## src/rtl/frodo_ctrl_pkg.sv

```systemverilog
// rtl/frodo_ctrl_pkg.sv - opcodes, config encodings, program bases and states for the Frodo control path
package frodo_ctrl_pkg;

  localparam int PC_W = 8;

  typedef enum logic [2:0] {
    OP_NOP    = 3'b000,
    OP_MATMUL = 3'b001,
    OP_SAMPLE = 3'b010,
    OP_PACK   = 3'b011,
    OP_HASH   = 3'b100,
    OP_ADD    = 3'b101,
    OP_MOVE   = 3'b110,
    OP_HALT   = 3'b111
  } opcode_e;

  typedef enum logic [1:0] {
    LVL_640     = 2'b00,
    LVL_976     = 2'b01,
    LVL_1344    = 2'b10,
    LVL_INVALID = 2'b11
  } level_e;

  typedef enum logic [1:0] {
    MODE_KEYGEN  = 2'b00,
    MODE_ENCAPS  = 2'b01,
    MODE_DECAPS  = 2'b10,
    MODE_INVALID = 2'b11
  } mode_e;

  typedef enum logic [1:0] {
    ERR_NONE    = 2'b00,
    ERR_BAD_CFG = 2'b01,
    ERR_TIMEOUT = 2'b10,
    ERR_PC_OVF  = 2'b11
  } err_code_e;

  typedef enum logic [2:0] {
    ST_IDLE,
    ST_FETCH,
    ST_DECODE,
    ST_ISSUE,
    ST_WAIT,
    ST_FINISH,
    ST_ERROR
  } sched_state_e;

  function automatic logic cfg_valid(input logic [1:0] level, input logic [1:0] mode);
    return (level != LVL_INVALID) && (mode != MODE_INVALID);
  endfunction

  // Microprogram entry points, indexed {level, mode}; invalid combinations never reach the ROM.
  function automatic logic [PC_W-1:0] prog_base(input logic [3:0] sel);
    logic [PC_W-1:0] base;
    case (sel)
      4'b0000: base = 8'h00;
      4'b0001: base = 8'h10;
      4'b0010: base = 8'h20;
      4'b0100: base = 8'h30;
      4'b0101: base = 8'h40;
      4'b0110: base = 8'h50;
      4'b1000: base = 8'h60;
      4'b1001: base = 8'h70;
      4'b1010: base = 8'hFE;
      default: base = 8'h00;
    endcase
    return base;
  endfunction

endpackage

```

## src/rtl/issue_timer.sv

```systemverilog
// rtl/issue_timer.sv - clearable cycle counter that flags when a programmable limit is reached
module issue_timer #(
  parameter int unsigned TIMEOUT = 100000
) (
  input  logic clk,
  input  logic rst,
  input  logic clear_i,
  input  logic en_i,
  output logic expired_o
);

  localparam int unsigned CW = $clog2(TIMEOUT) + 1;

  logic [CW-1:0] count_q;

  // Counting stops at the limit so expired_o stays asserted until cleared.
  always_ff @(posedge clk) begin
    if (rst || clear_i) begin
      count_q <= '0;
    end else if (en_i && !expired_o) begin
      count_q <= count_q + 1'b1;
    end
  end

  assign expired_o = (count_q == CW'(TIMEOUT - 1));

endmodule

```

## src/rtl/inst_scheduler.sv

```systemverilog
// rtl/inst_scheduler.sv - fetches microprogram words from ROM and issues them one at a time to the datapath
module inst_scheduler
  import frodo_ctrl_pkg::*;
#(
  parameter int unsigned INST_WIDTH = 28,
  parameter int unsigned PC_WIDTH   = 8,
  parameter int unsigned TIMEOUT    = 100000
) (
  input  logic                  clk,
  input  logic                  rst,
  input  logic                  start,
  input  logic                  abort,
  input  logic [1:0]            level,
  input  logic [1:0]            mode_ctrl,
  output logic                  rom_en,
  output logic [PC_WIDTH-1:0]   rom_addr,
  input  logic [INST_WIDTH-1:0] rom_data,
  output logic [INST_WIDTH-1:0] inst,
  output logic                  inst_valid,
  input  logic                  exec_done,
  output logic                  busy,
  output logic                  done,
  output logic                  error,
  output logic [1:0]            error_code,
  output logic [PC_WIDTH-1:0]   inst_count
);

  sched_state_e          state_q;
  logic [PC_WIDTH-1:0]   pc_q;
  logic [PC_WIDTH-1:0]   inst_count_q;
  logic [INST_WIDTH-1:0] inst_q;
  logic                  rom_en_q;
  logic                  inst_valid_q;
  logic                  busy_q;
  logic                  done_q;
  logic                  error_q;
  logic [1:0]            error_code_q;

  logic [2:0]            opcode_d;
  logic [PC_WIDTH-1:0]   base_d;
  logic                  timer_clear_d;
  logic                  timer_en_d;
  logic                  timer_expired;

  assign opcode_d      = rom_data[INST_WIDTH-1 -: 3];
  assign base_d        = PC_WIDTH'(prog_base({level, mode_ctrl}));
  // The ISSUE cycle counts, so expiry lands exactly TIMEOUT cycles after the strobe.
  assign timer_clear_d = (state_q == ST_DECODE);
  assign timer_en_d    = (state_q == ST_ISSUE) || (state_q == ST_WAIT);

  issue_timer #(
    .TIMEOUT(TIMEOUT)
  ) u_issue_timer (
    .clk      (clk),
    .rst      (rst),
    .clear_i  (timer_clear_d),
    .en_i     (timer_en_d),
    .expired_o(timer_expired)
  );

  always_ff @(posedge clk) begin
    if (rst) begin
      state_q      <= ST_IDLE;
      pc_q         <= '0;
      inst_q       <= '0;
      inst_count_q <= '0;
      rom_en_q     <= 1'b0;
      inst_valid_q <= 1'b0;
      busy_q       <= 1'b0;
      done_q       <= 1'b0;
      error_q      <= 1'b0;
      error_code_q <= ERR_NONE;
    end else begin
      rom_en_q     <= 1'b0;
      inst_valid_q <= 1'b0;
      done_q       <= 1'b0;
      if (abort && (state_q != ST_IDLE)) begin
        state_q <= ST_IDLE;
        busy_q  <= 1'b0;
      end else begin
        case (state_q)
          ST_IDLE: begin
            if (start && !abort) begin
              if (!cfg_valid(level, mode_ctrl)) begin
                state_q      <= ST_ERROR;
                error_q      <= 1'b1;
                error_code_q <= ERR_BAD_CFG;
              end else begin
                state_q      <= ST_FETCH;
                pc_q         <= base_d;
                inst_count_q <= '0;
                error_q      <= 1'b0;
                error_code_q <= ERR_NONE;
                busy_q       <= 1'b1;
                rom_en_q     <= 1'b1;
              end
            end
          end
          ST_FETCH: begin
            state_q <= ST_DECODE;
          end
          ST_DECODE: begin
            if (opcode_d == OP_HALT) begin
              state_q <= ST_FINISH;
              done_q  <= 1'b1;
              busy_q  <= 1'b0;
            end else begin
              state_q      <= ST_ISSUE;
              inst_q       <= rom_data;
              inst_valid_q <= 1'b1;
              inst_count_q <= (&inst_count_q) ? inst_count_q : inst_count_q + 1'b1;
            end
          end
          ST_ISSUE: begin
            state_q <= ST_WAIT;
          end
          ST_WAIT: begin
            // A completion in the final timer cycle still counts as a normal completion.
            if (exec_done) begin
              if (&pc_q) begin
                state_q      <= ST_ERROR;
                error_q      <= 1'b1;
                error_code_q <= ERR_PC_OVF;
                busy_q       <= 1'b0;
              end else begin
                state_q  <= ST_FETCH;
                pc_q     <= pc_q + 1'b1;
                rom_en_q <= 1'b1;
              end
            end else if (timer_expired) begin
              state_q      <= ST_ERROR;
              error_q      <= 1'b1;
              error_code_q <= ERR_TIMEOUT;
              busy_q       <= 1'b0;
            end
          end
          ST_FINISH: begin
            state_q <= ST_IDLE;
          end
          ST_ERROR: begin
            state_q <= ST_IDLE;
            busy_q  <= 1'b0;
          end
          default: begin
            state_q <= ST_IDLE;
          end
        endcase
      end
    end
  end

  assign rom_en     = rom_en_q;
  assign rom_addr   = pc_q;
  assign inst       = inst_q;
  assign inst_valid = inst_valid_q && !abort;
  assign busy       = busy_q;
  assign done       = done_q;
  assign error      = error_q;
  assign error_code = error_code_q;
  assign inst_count = inst_count_q;

endmodule

```

## config.mk

```make
export PLATFORM = sky130hd
export DESIGN_NAME = inst_scheduler
export DESIGN_NICKNAME = d
export VERILOG_FILES = /design/src/rtl/frodo_ctrl_pkg.sv /design/src/rtl/issue_timer.sv /design/src/rtl/inst_scheduler.sv
export SDC_FILE = /design/constraint.sdc
export NUM_CORES = 1
export LEC_CHECK = 0
export CAP_MARGIN = 20
export CORE_MARGIN = 2
export CORE_UTILIZATION = 44
export DETAILED_ROUTE_END_ITERATION = 7
export PLACE_DENSITY = 0.76
export SLEW_MARGIN = 20
export SYNTH_ARGS = -nofsm -noshare
export SYNTH_HDL_FRONTEND = slang
export SYNTH_SLANG_ARGS = --single-unit
```

## constraint.sdc

```tcl
create_clock -name clk -period 1.9 [get_ports clk]
set_clock_uncertainty 0.15 [all_clocks]
set_input_delay 0.38 -clock clk [delete_from_list [all_inputs] [get_ports clk]]
set_output_delay 0.38 -clock clk [all_outputs]
set_load 0.03 [all_outputs]
```

==> impl_metrics.csv, run 1 <==
group,metric,value,unit
status,status,"finished, violations left",
status,violations,"setup timing",
setup_path,r2r_end,"inst_count[5]$_SDFFE_PP0P_",
timing,tns,-539.5,ps
clock_tree,h-tree-depth,3,
cells_and_area,drive_gt1_frac,0.2705,
setup_path,crit_chain,"buf_6, nand4_1, o311ai_2, a311o_1, or4b_4, a21oi_2",
setup_path,reg2reg_setup_slack,-100,ps
cells_and_area,postLayoutCellArea,5470,sq um
timing,maxSlewViolCount,0,
logic_synthesis,synthCells,431,
logic_synthesis,synth-compound-area-share,0.1955,
global_route,gr-total-overflow,0,
clock_tree,clock_latency,360,ps
logic_synthesis,yosys_warnings,0,
logic_synthesis,synthSimpleGateAreaFrac,0.2826,
global_route,grt_util_all_layers,0.2298,
logic_synthesis,yosysUniqueCellTypes,50,
cells_and_area,mostFrequentLayoutCell,"nand2_1",
timing,fin_ws,-101.5,ps
route,routedWlPerCell,15.06,um
timing,setup_viol,10,
setup_path,crit_cells,6,
placed_design,gp_congestion,0.8764,
setup_path,cpPeakStageDelay,500,ps
setup_path,crit_type,"reg -> reg",
route,viasPerCell,5.474,
route,dr_total_vias,3837,
cells_and_area,final_core_util,0.7191,
logic_synthesis,synth_area_per_cell,7.870,sq um
die,dieHeight,91.80,um
cells_and_area,syn2layout_area_growth,61.27,%
logic_synthesis,yosys.area_share.adder,0.02582,
route,drcViolationCount,0,
setup_path,worstSetupEndpointType,"flip-flop",
global_route,grt_pass1_vias,3609,
die,rows,32,
route,first_iter_violations,243,
timing,period_share,1.053,
logic_synthesis,synth_mux_area_frac,0.01217,
cells_and_area,mostFrequentLayoutCells,"nand2_1, buf_4, dfxtp_1",
hold_path,hp-class,"in -> reg",
setup_path,ff2ff_path_depth,6,
logic_synthesis,synthArstFlopShare,0,
route,drt-total-wl,10560,um
clock_tree,clock-sinks,72,
power,vdd_drop_max,329.2,uV
clock_tree,cts_made_buffers,9,
power,finalPower,3.257,mW
hold_path,hold_depth,3,
timing,max_slew_margin,0.6840,
logic_synthesis,synth-edff-count,0,
clock_tree,cts_tree,"built",
timing,tightest_slew,474.0,ps
cells_and_area,diodes,0,
route,ant_nets,0,
logic_synthesis,yosysSeqAreaShare,0.4249,
timing,max_freq,0.4996,GHz
die,pin_count,88,
setup_path,crit_arrival,2150,ps
setup_path,cp-start-kind,"flip-flop",
logic_synthesis,ys_ff_latch,72,
setup_path,worst_ep_required_time,2040,ps
cells_and_area,nets,638,
hold_path,min_from,"rom_data[26]",
clock_tree,clk_pin_slew_worst_paths,80,ps
power,power_leakage,2.401,nW
die,core-area,7607,sq um
global_route,grt_pass1_wl,15950,um
logic_synthesis,netlist_area,3392,sq um
die,dieArea,8427,sq um
job,max_cap_violations,0,
setup_path,crit_family,"compound AO/OA/AOI/OAI gates",
hold_path,hold_path_end,"inst[26]$_SDFFE_PP0P_",
logic_synthesis,synth_top_family_by_area,"simple AND/OR/NAND/NOR gates",
setup_path,reg2reg_from,"state_q[1]$_SDFFE_PP0P_",
global_route,antenna_found_initial,0,
setup_path,cp_max_fo,4,
timing,finalCriticalPeriod,2001,ps
clock_tree,clk_path_buf_depth,2,
power,powerDensity,595.4,nW/um^2
clock_tree,ctsRootBufferMaster,"clkbuf_8",
timing,rsz0062_at_grt,"true",
global_route,grt_max_degree,29,
setup_path,crit_slowest_cell,"or4b_4",
logic_synthesis,synth_fp_nets,475,
placed_design,io_buffers,87,
cells_and_area,fillerInstances,576,
die,start_util,0.4459,
logic_synthesis,ys.flop_type,"dfxtp_1",
placed_design,dp_hpwl,6611,um
placed_design,post-place-ws,-663.3,ps
logic_synthesis,synth_xor_area_frac,0.02066,
setup_path,crit_buf_inv,1,
timing,hold_viol,0,
placed_design,dpl_cell_area,4892,sq um
die,die_x,91.80,um
route,drt_pass1_iterations,6,
synth_stat cells (8+ instances only):
cell      count  area share
or3_1        11       0.020
nand2_1      81       0.090
o21ai_0      21       0.031
nor2_1       31       0.034
inv_1        10       0.011
nor3_1        9       0.013
clkbuf_1     17       0.019
nand3_1      14       0.021
xor2_1        8       0.021
dfxtp_1      72        0.42
a21oi_1      56       0.083
stage by stage:
stage | instances | hold slack, ps
6_report | 701 | 174.6
5_1_grt | 701 | 199.5
4_1_cts | 691 | 286.6
3_5_place_dp | 667 | 296.3
3_3_place_gp | 667 | 291.8
2_1_floorplan | 431 | 297.6
layer usage:
layer,vias up,part of all wire,track usage
met5,-,0,0
met4,0,0.016,0.09328
met3,18,0.066,0.04848
met2,150,0.49,0.3854
met1,1810,0.42,0.2874
li1,1859,-,-
worst max path at each step:
stage	startpoint	endpoint	slack, ps
after floorplan	mode_ctrl[0]	inst_count[5]$_SDFFE_PP0P_	-90
after global placement	mode_ctrl[0]	inst_count[5]$_SDFFE_PP0P_	-640
after detailed placement	mode_ctrl[0]	inst_count[5]$_SDFFE_PP0P_	-660
after CTS	state_q[1]$_SDFFE_PP0P_	inst_count[5]$_SDFFE_PP0P_	-140
after global routing	state_q[2]$_SDFFE_PP0P_	u_issue_timer.count_q[17]$_SDFFE_PP0P_	-150
final	state_q[1]$_SDFFE_PP0P_	inst_count[5]$_SDFFE_PP0P_	-100
layout make-up:
type / instances / area [sq um] / share of cell area
tap: 102 / 127.6 / 0.02333
sequential: 72 / 1465 / 0.2678
timing repair buffer: 175 / 1583 / 0.2893
clock buffer: 9 / 123.9 / 0.02264
inverter: 10 / 37.54 / 0.006862
multi-input combinational: 326 / 2072 / 0.3788
clock inverter: 7 / 61.31 / 0.01121
registers in the layout (all words and copies together) (netlist names):
name,flops
inst,28
u_issue_timer.count_q,18
inst_count,8
rom_addr,8
state_q,3
error_code,2
busy,1
done,1
error,1
inst_valid_q,1
rom_en,1
power breakdown:
group | leakage (nW) | internal (mW) | total, mW | switching (mW)
Combinational | 1.72 | 0.261 | 0.533 | 0.272
Clock | 0.0888 | 0.498 | 1.17 | 0.668
Sequential | 0.589 | 1.53 | 1.56 | 0.0230
Total | 2.40 | 2.29 | 3.26 | 0.963
cells by family after synthesis:
group           count (synthesis)
fa+ha+maj                       7
compound gates                111
buf+inv                        33
simple gates                  196
mux                             4
flops                          72
xor+xnor                        8
worst reg2reg max path: stages, from the launching register on:
cell,delay [ps]
dfxtp_2,350
buf_6,120
nand4_1,150
o311ai_2,150
a311o_1,400
or4b_4,500
a21oi_2,130
timing repair:
action,CTS,global route
pin swaps,10,29
hold buffers,0,0
gates resized for setup,65,68
cloned,1,1
setup buffers,7,9
endpoints found under the setup margin,69,41
Power figures use the tool's default switching activity.
==> run 2: changes to the inputs <==
--- a/config.mk
+++ b/config.mk
@@ -5,12 +5,12 @@
 export SDC_FILE = /design/constraint.sdc
 export NUM_CORES = 1
 export LEC_CHECK = 0
+export ABC_CLOCK_PERIOD_IN_PS = 1900
 export CAP_MARGIN = 20
 export CORE_MARGIN = 2
 export CORE_UTILIZATION = 44
 export DETAILED_ROUTE_END_ITERATION = 7
 export PLACE_DENSITY = 0.76
-export SLEW_MARGIN = 20
 export SYNTH_ARGS = -nofsm -noshare
 export SYNTH_HDL_FRONTEND = slang
 export SYNTH_SLANG_ARGS = --single-unit
==> results of run 2 <==
Same layout as run 1: the final DEF is identical, and so are final timing and power.
